--- src/rtl/load_store_unit_if.sv ---
// load_store_unit_if: request/response handshake and RAM port bundle for the load/store unit.
// Ports (slave = load_store_unit, master = CPU side plus RAM):
//   req_valid/req_ready/req_write/req_funct3/req_addr/req_wdata : CPU request handshake
//   rsp_valid/rsp_rdata/rsp_error                                : one-cycle completion
//   mem_addr/mem_wr_ena/mem_wr_data/mem_rd_data                  : synchronous-read RAM port
interface load_store_unit_if #(
    parameter int W = 32,
    parameter int L = 128
);
    logic                 req_valid;
    logic                 req_ready;
    logic                 req_write;
    logic [2:0]           req_funct3;
    logic [31:0]          req_addr;
    logic [31:0]          req_wdata;
    logic                 rsp_valid;
    logic [W-1:0]         rsp_rdata;
    logic                 rsp_error;
    logic [$clog2(L)-1:0] mem_addr;
    logic                 mem_wr_ena;
    logic [W-1:0]         mem_wr_data;
    logic [W-1:0]         mem_rd_data;

    modport slave (
        input  req_valid, req_write, req_funct3, req_addr, req_wdata, mem_rd_data,
        output req_ready, rsp_valid, rsp_rdata, rsp_error, mem_addr, mem_wr_ena, mem_wr_data
    );

    modport master (
        output req_valid, req_write, req_funct3, req_addr, req_wdata, mem_rd_data,
        input  req_ready, rsp_valid, rsp_rdata, rsp_error, mem_addr, mem_wr_ena, mem_wr_data
    );
endinterface

--- src/rtl/load_store_unit.sv ---
// load_store_unit: RV32 load/store controller for a word-wide synchronous-read RAM without byte enables.
// Ports:
//   clk, rst : clock and asynchronous active-high reset
//   bus      : load_store_unit_if.slave carrying the request/response handshake and the RAM port
// Loads are lane-extracted and sign/zero extended; byte and halfword stores use read-modify-write.
module load_store_unit #(
    parameter int W = 32,
    parameter int L = 128
) (
    input logic              clk,
    input logic              rst,
    load_store_unit_if.slave bus
);
    localparam int AW = $clog2(L);

    typedef enum logic [2:0] {IDLE, ADDR, DATA, WRITE, RESP} state_t;

    state_t        state_q, state_d;
    logic          write_q, write_d;
    logic [2:0]    funct3_q, funct3_d;
    logic [1:0]    off_q, off_d;
    logic [15:0]   wdata_q, wdata_d;
    logic [AW-1:0] mem_addr_q, mem_addr_d;
    logic [W-1:0]  wr_data_q, wr_data_d;
    logic [W-1:0]  rdata_q, rdata_d;
    logic          error_q, error_d;

    logic          accept, legal, misaligned, err;
    logic [4:0]    sh;
    logic [15:0]   half;
    logic [7:0]    byte_v;
    logic [W-1:0]  mask, load_val, merged;

    always_comb begin
        accept     = bus.req_valid && bus.req_ready;
        legal      = bus.req_write ? (bus.req_funct3 inside {3'b000, 3'b001, 3'b010})
                                   : (bus.req_funct3 inside {3'b000, 3'b001, 3'b010, 3'b100, 3'b101});
        misaligned = (bus.req_funct3[1:0] == 2'b01 && bus.req_addr[0])
                  || (bus.req_funct3[1:0] == 2'b10 && bus.req_addr[1:0] != 2'b00);
        // Any set bit above the word index means the address is beyond the RAM.
        err        = !legal || misaligned || bus.req_addr[31:AW+2] != '0;
        sh         = {off_q, 3'b000};
        half       = off_q[1] ? bus.mem_rd_data[31:16] : bus.mem_rd_data[15:0];
        byte_v     = off_q[0] ? half[15:8] : half[7:0];
        // funct3[2] distinguishes the unsigned load variants.
        load_val   = funct3_q[1:0] == 2'b00 ? {{24{~funct3_q[2] & byte_v[7]}}, byte_v}
                   : funct3_q[1:0] == 2'b01 ? {{16{~funct3_q[2] & half[15]}}, half}
                   : bus.mem_rd_data;
        mask       = funct3_q[0] ? 32'h0000_ffff : 32'h0000_00ff;
        merged     = (bus.mem_rd_data & ~(mask << sh)) | (({16'h0, wdata_q} & mask) << sh);
        state_d    = state_q;
        write_d    = write_q;
        funct3_d   = funct3_q;
        off_d      = off_q;
        wdata_d    = wdata_q;
        mem_addr_d = mem_addr_q;
        wr_data_d  = wr_data_q;
        rdata_d    = rdata_q;
        error_d    = error_q;
        unique case (state_q)
            IDLE: if (accept) begin
                write_d    = bus.req_write;
                funct3_d   = bus.req_funct3;
                off_d      = bus.req_addr[1:0];
                wdata_d    = bus.req_wdata[15:0];
                mem_addr_d = bus.req_addr[AW+1:2];
                wr_data_d  = bus.req_wdata;
                rdata_d    = '0;
                error_d    = err;
                state_d    = err ? RESP : (bus.req_write && bus.req_funct3 == 3'b010) ? WRITE : ADDR;
            end
            ADDR:  state_d = DATA;
            DATA: begin
                if (write_q) wr_data_d = merged;
                else rdata_d = load_val;
                state_d = write_q ? WRITE : RESP;
            end
            WRITE: state_d = RESP;
            RESP:  state_d = IDLE;
            default: state_d = IDLE;
        endcase
    end

    always_ff @(posedge clk or posedge rst) begin
        if (rst) begin
            state_q    <= IDLE;
            write_q    <= 1'b0;
            funct3_q   <= '0;
            off_q      <= '0;
            wdata_q    <= '0;
            mem_addr_q <= '0;
            wr_data_q  <= '0;
            rdata_q    <= '0;
            error_q    <= 1'b0;
        end else begin
            state_q    <= state_d;
            write_q    <= write_d;
            funct3_q   <= funct3_d;
            off_q      <= off_d;
            wdata_q    <= wdata_d;
            mem_addr_q <= mem_addr_d;
            wr_data_q  <= wr_data_d;
            rdata_q    <= rdata_d;
            error_q    <= error_d;
        end
    end

    assign bus.req_ready   = state_q == IDLE && !rst;
    assign bus.rsp_valid   = state_q == RESP;
    assign bus.rsp_rdata   = rdata_q;
    assign bus.rsp_error   = error_q;
    assign bus.mem_addr    = mem_addr_q;
    assign bus.mem_wr_ena  = state_q == WRITE;
    assign bus.mem_wr_data = wr_data_q;
endmodule

--- src/flat_wrapper.sv ---
// flat-port wrapper written by rule: the top's interface ports become plain ports
module load_store_unit_flat 
#(
    parameter int W = 32,
    parameter int L = 128
)
  (clk, rst, bus_req_valid, bus_req_write, bus_req_funct3, bus_req_addr, bus_req_wdata, bus_mem_rd_data, bus_req_ready, bus_rsp_valid, bus_rsp_rdata, bus_rsp_error, bus_mem_addr, bus_mem_wr_ena, bus_mem_wr_data);
  load_store_unit_if #(.W(W), .L(L)) bus_i ();
  input logic clk;
  input logic rst;
  input wire logic [$bits(bus_i.req_valid)-1:0] bus_req_valid;
  input wire logic [$bits(bus_i.req_write)-1:0] bus_req_write;
  input wire logic [$bits(bus_i.req_funct3)-1:0] bus_req_funct3;
  input wire logic [$bits(bus_i.req_addr)-1:0] bus_req_addr;
  input wire logic [$bits(bus_i.req_wdata)-1:0] bus_req_wdata;
  input wire logic [$bits(bus_i.mem_rd_data)-1:0] bus_mem_rd_data;
  output wire logic [$bits(bus_i.req_ready)-1:0] bus_req_ready;
  output wire logic [$bits(bus_i.rsp_valid)-1:0] bus_rsp_valid;
  output wire logic [$bits(bus_i.rsp_rdata)-1:0] bus_rsp_rdata;
  output wire logic [$bits(bus_i.rsp_error)-1:0] bus_rsp_error;
  output wire logic [$bits(bus_i.mem_addr)-1:0] bus_mem_addr;
  output wire logic [$bits(bus_i.mem_wr_ena)-1:0] bus_mem_wr_ena;
  output wire logic [$bits(bus_i.mem_wr_data)-1:0] bus_mem_wr_data;
  assign bus_i.req_valid = bus_req_valid;
  assign bus_i.req_write = bus_req_write;
  assign bus_i.req_funct3 = bus_req_funct3;
  assign bus_i.req_addr = bus_req_addr;
  assign bus_i.req_wdata = bus_req_wdata;
  assign bus_i.mem_rd_data = bus_mem_rd_data;
  assign bus_req_ready = bus_i.req_ready;
  assign bus_rsp_valid = bus_i.rsp_valid;
  assign bus_rsp_rdata = bus_i.rsp_rdata;
  assign bus_rsp_error = bus_i.rsp_error;
  assign bus_mem_addr = bus_i.mem_addr;
  assign bus_mem_wr_ena = bus_i.mem_wr_ena;
  assign bus_mem_wr_data = bus_i.mem_wr_data;
  load_store_unit #(.W(W), .L(L)) u_core (.clk(clk), .rst(rst), .bus(bus_i));
endmodule
--- config.mk ---
export PLATFORM = sky130hd
export DESIGN_NAME = load_store_unit_flat
export DESIGN_NICKNAME = d
export VERILOG_FILES = /design/src/rtl/load_store_unit_if.sv /design/src/rtl/load_store_unit.sv /design/src/flat_wrapper.sv
export SDC_FILE = /design/constraint.sdc
export NUM_CORES = 1
export LEC_CHECK = 0
export CAP_MARGIN = 40
export CORE_MARGIN = 3
export CORE_UTILIZATION = 25
export CTS_BUF_LIST = sky130_fd_sc_hd__clkbuf_2 sky130_fd_sc_hd__clkbuf_4 sky130_fd_sc_hd__clkbuf_8
export DETAILED_ROUTE_END_ITERATION = 10
export PLACE_DENSITY_LB_ADDON = 0.25
export SYNTH_ARGS = -nofsm -noshare
export SYNTH_HDL_FRONTEND = slang
export SYNTH_SLANG_ARGS = --single-unit
--- constraint.sdc ---
create_clock -name clk -period 6.5 [get_ports clk]
set_input_delay 0.975 -clock clk [delete_from_list [all_inputs] [get_ports clk]]
set_output_delay 0.975 -clock clk [all_outputs]
set_load 0.005 [all_outputs]
==> implementation parameters <==
Parameter                              Value

STA
  Unrepaired setup endpoints after global routing    no
  Post-route worst hold slack    483 ps
  Relative slew slack    41.6%
  Shortest period the worst path allows    between 3000 and 4000 ps
  Final setup violation count    0
  Count of endpoints failing hold in the final timing report    0
  Setup Skew    around 16 ps
  Setup TNS    0 ps
  Slew of the pin with the lowest slew margin    between 800 and 900 ps
  Achievable clock frequency    a little over 0.3 GHz
  Final period utilization    about half
  Slew Viols, Final    0

Detailed routing
  Count of routing violations after the opening detailed-route iteration    377
  Via Count    between 5000 and 6000
  Number of search-and-repair iterations in the first detailed-routing pass    5
  Post-route ant nets    0
  Post-Route WL    between 20000 and 25000 um
  Post-detailed-route via-to-cell ratio    just over 5
  Post-route DRC violation count    0
  Routed length per instance    ~21 um

CTS
  Level count of the clock H-tree    3
  Number of CTS-inserted buffers    9
  Count of hold-fix buffers inserted at cts    0
  Clock transition at path regs    90 ps
  Total of cells resized after clock tree synthesis    0
  Total setup buffers inserted after CTS    0
  Clock root buffer    clkbuf_8
  Clock Sinks    97
  TritonCTS clock tree    built
  Latest clock arrival within the worst-skew pair    400 ps
  Deepest clock path buffer count    2

Power and ir drop
  Worst VDD drop    0.0905 mV
  Internal power consumption    0.00113 W
  Clock network fraction of design power    around 27%
  Part of the power in combinational logic    approximately 28%
  Areal power density over the cells    between 200 and 250 nW/um2
  Switching power share of the total    a little under a third
  Static power due to leakage    3.11 nW
  Switching power total    roughly 0.00053 W
  Sequential group share of total power    between 40% and 50%

Global routing
  Pin count of the biggest net entering global routing    55
  Grt total ovfl    0
  Number of antenna violations at the first check in global routing    1
  Total Routing Usage GR    about 17%
  Vias in the first global route    ~5100
  Wire length of the first global-routing pass    about 31000 um

Critical path
  Maximum fanout along the worst path    3
  Bufs and invs on worst path    2
  CP Capture Type    output port
  Worst Path Required    5520 ps
  Cell family with the largest share of critical-path delay    buffers and inverters
  Slowest Stage Delay on Critical Path    approximately 570 ps
  Standard cell with the maximum stage delay on the critical path    clkdlybuf4s50_1
  Critical path's most frequent cell    clkdlybuf4s50_1
  Cells traversed along the worst timing path    clkdlybuf4s50_1 > nor4_4 > clkdlybuf4s50_1
  Worst Path Arrival    around 2300 ps
  Start-to-end type of the worst setup path    input port to output port
  Critical Path Start Type    input port

Floorplanning
  FP Rows    53
  Die height    approximately 150 um
  Full die area    roughly 23000 um2
  Number of top-level pins    about 180
  Initial Utilization    about a quarter
  Std-Cell Core Area    between 20000 and 25000 um2
  Width of the chip    between 150 and 200 um

Yosys
  Distinct cells, synth    57
  Synthesized cell area    ~5400 um2
  Synth async-reset ratio    100%
  Sequential share of the synthesized area    roughly 45%
  Most frequently used flop master after synthesis    dfrtp_1
  Cell types with the largest area share after synthesis    dfrtp_1 45%, mux2_2 7.1%, nor2_1 3.5%
  Cell type with the highest aggregate area in the netlist    dfrtp_1
  FF+latch count, synth    97
  Number of synthesized flops with an enable pin    0
  Number of standard cells after synthesis    roughly 550
  Yosys warning total    0
  Net count after synthesis    about 660
  Average size of a mapped cell    9.77 um2
  Share of the synthesized area in the top cell type    44.8%

Flow run
  Reported max-cap violation count    0

Placement
  Port bufs    between 150 and 200
  Routability congestion estimate    approximately 0.83
  Detailed placer's ending HPWL    between 15000 and 20000 um
  Total cell area at the placement stage    approximately 7300 um2

Worst hold path
  Worst min-delay path class    flip-flop to flip-flop

Layout
  Final net count    roughly 800
  Area growth syn-to-layout    39.8%
  Fillcell total    between 2000 and 2500
  Post-route standard cell area excluding fillers    7560 um2
  Fraction of layout instances using a drive strength above 1    about a tenth

Outcome
  Outcome    complete, no violations
## metal layers
metal / global-route usage (%) / share of wire [%] / vias up / routed length, um
met5: 0 / 0 / - / 0
met4: 5.05 / 2.0 / 0 / 418
met1: 23.2 / 44 / 2522 / 9100
li1: - / - / 2356 / -
met2: 27.9 / 48 / 181 / 9970
met3: 3.51 / 5.3 / 25 / 1100
## registers in the layout, summed over array words and instances, names as in the netlist
name,count
u_core.bus.mem_addr,7
u_core.bus.mem_wr_data,32
u_core.bus.rsp_rdata,32
u_core.write_q,1
u_core.wdata_q,16
u_core.state_q,3
u_core.funct3_q,3
u_core.bus.rsp_error,1
u_core.off_q,2
## cell usage after synthesis, types with 5 or more instances
library cell / n
a21o_1: 20
a21oi_1: 29
a22oi_1: 25
a2bb2oi_1: 17
a311oi_1: 16
a31oi_1: 21
a32o_1: 8
buf_1: 5
buf_2: 13
buf_6: 7
clkbuf_1: 20
dfrtp_1: 97
inv_1: 18
mux2_2: 34
nand2_1: 42
nand2b_1: 15
nand3_1: 16
nor2_1: 51
nor4_1: 5
o211ai_1: 9
o21ai_0: 15
o21bai_1: 7
o221ai_1: 7
o22ai_1: 8
## cell families (layout without fill, tap and decap cells)
kind of cell,Yosys count,in the layout,synth area share [%]
buffers and inverters,69,218,6.38
AND/OR/NAND/NOR,153,153,14.2
AO/OA/AOI/OAI,197,197,26.7
other,0,1,0
flip-flops,97,97,44.8
multiplexers,38,38,7.86
## power by group through the flow
stage	Sequential, W	Combinational, W	Clock [W]
final	0.000735	0.000471	0.000451
after global routing	0.000745	0.000515	0.000489
after CTS	0.000735	0.000475	0.000467
after floorplan	0.000715	0.000264	0
after detailed placement	0.000747	0.000472	0
after global placement	0.000746	0.000462	0
## metrics by stage
step | setup slack, ps | std cells | total power (W) | util, %
after floorplan | 2990 | 554 | 0.000980 | -
after global placement | 3240 | 962 | 0.00121 | 34.6
after detailed placement | 3210 | 963 | 0.00122 | 34.7
after CTS | 3210 | 978 | 0.00168 | 35.7
after global routing | 3180 | 979 | 0.00175 | 35.8
final | 3220 | 979 | 0.00166 | 35.8
## worst paths after layout
path                                                         from                                endpoint  slack, ps  cells after the start
setup / recovery                                              rst                           bus_req_ready       3220                      3
hold / removal             u_core.bus.mem_wr_data[21]$_DFFE_PP0P_  u_core.bus.mem_wr_data[21]$_DFFE_PP0P_        480                      1
setup reg to reg                      u_core.off_q[1]$_DFFE_PP0P_    u_core.bus.rsp_rdata[19]$_DFFE_PP0P_       4130                      4
hold reg to reg            u_core.bus.mem_wr_data[21]$_DFFE_PP0P_  u_core.bus.mem_wr_data[21]$_DFFE_PP0P_        480                      1
max in group asynchronous                                     rst  u_core.bus.mem_wr_data[10]$_DFFE_PP0P_       4550                      4
min in group asynchronous                                     rst           u_core.state_q[2]$_DFFE_PP0N_       1010                      2
## area by class of cell
type / instances / area (um2) / area share (%)
Multi-Input combinational cell: 388 / 2650 / 35.0
Sequential cell: 97 / 2430 / 32.1
Timing Repair Buffer: 185 / 1850 / 24.5
Tap cell: 275 / 344 / 4.55
Clock buffer: 10 / 138 / 1.82
Clock inverter: 5 / 80.1 / 1.06
Inverter: 18 / 70.1 / 0.926
Antenna cell: 1 / 2.50 / 0.0331
## placed cells by master, fill, tap and decap left out, types with 3 or more instances in the layout
cell type and n:
nor2b_1 3, a21o_1 20, a32o_1 8, nor4_1 5, a31oi_1 21, o221ai_1 7
o21bai_1 7, a22oi_1 24, inv_1 17, dfrtp_1 97, nand2_1 42, nand2b_1 15
buf_4 7, o211ai_1 9, nand3_1 16, nor2_1 51, clkbuf_8 10, nand3b_1 3
a2bb2oi_1 17, o21ai_0 15, o22ai_1 8, mux2_2 34, a311oi_1 16, a222oi_1 4
clkdlybuf4s50_1 177, a21oi_1 29
(Power assumes the default switching activity.)
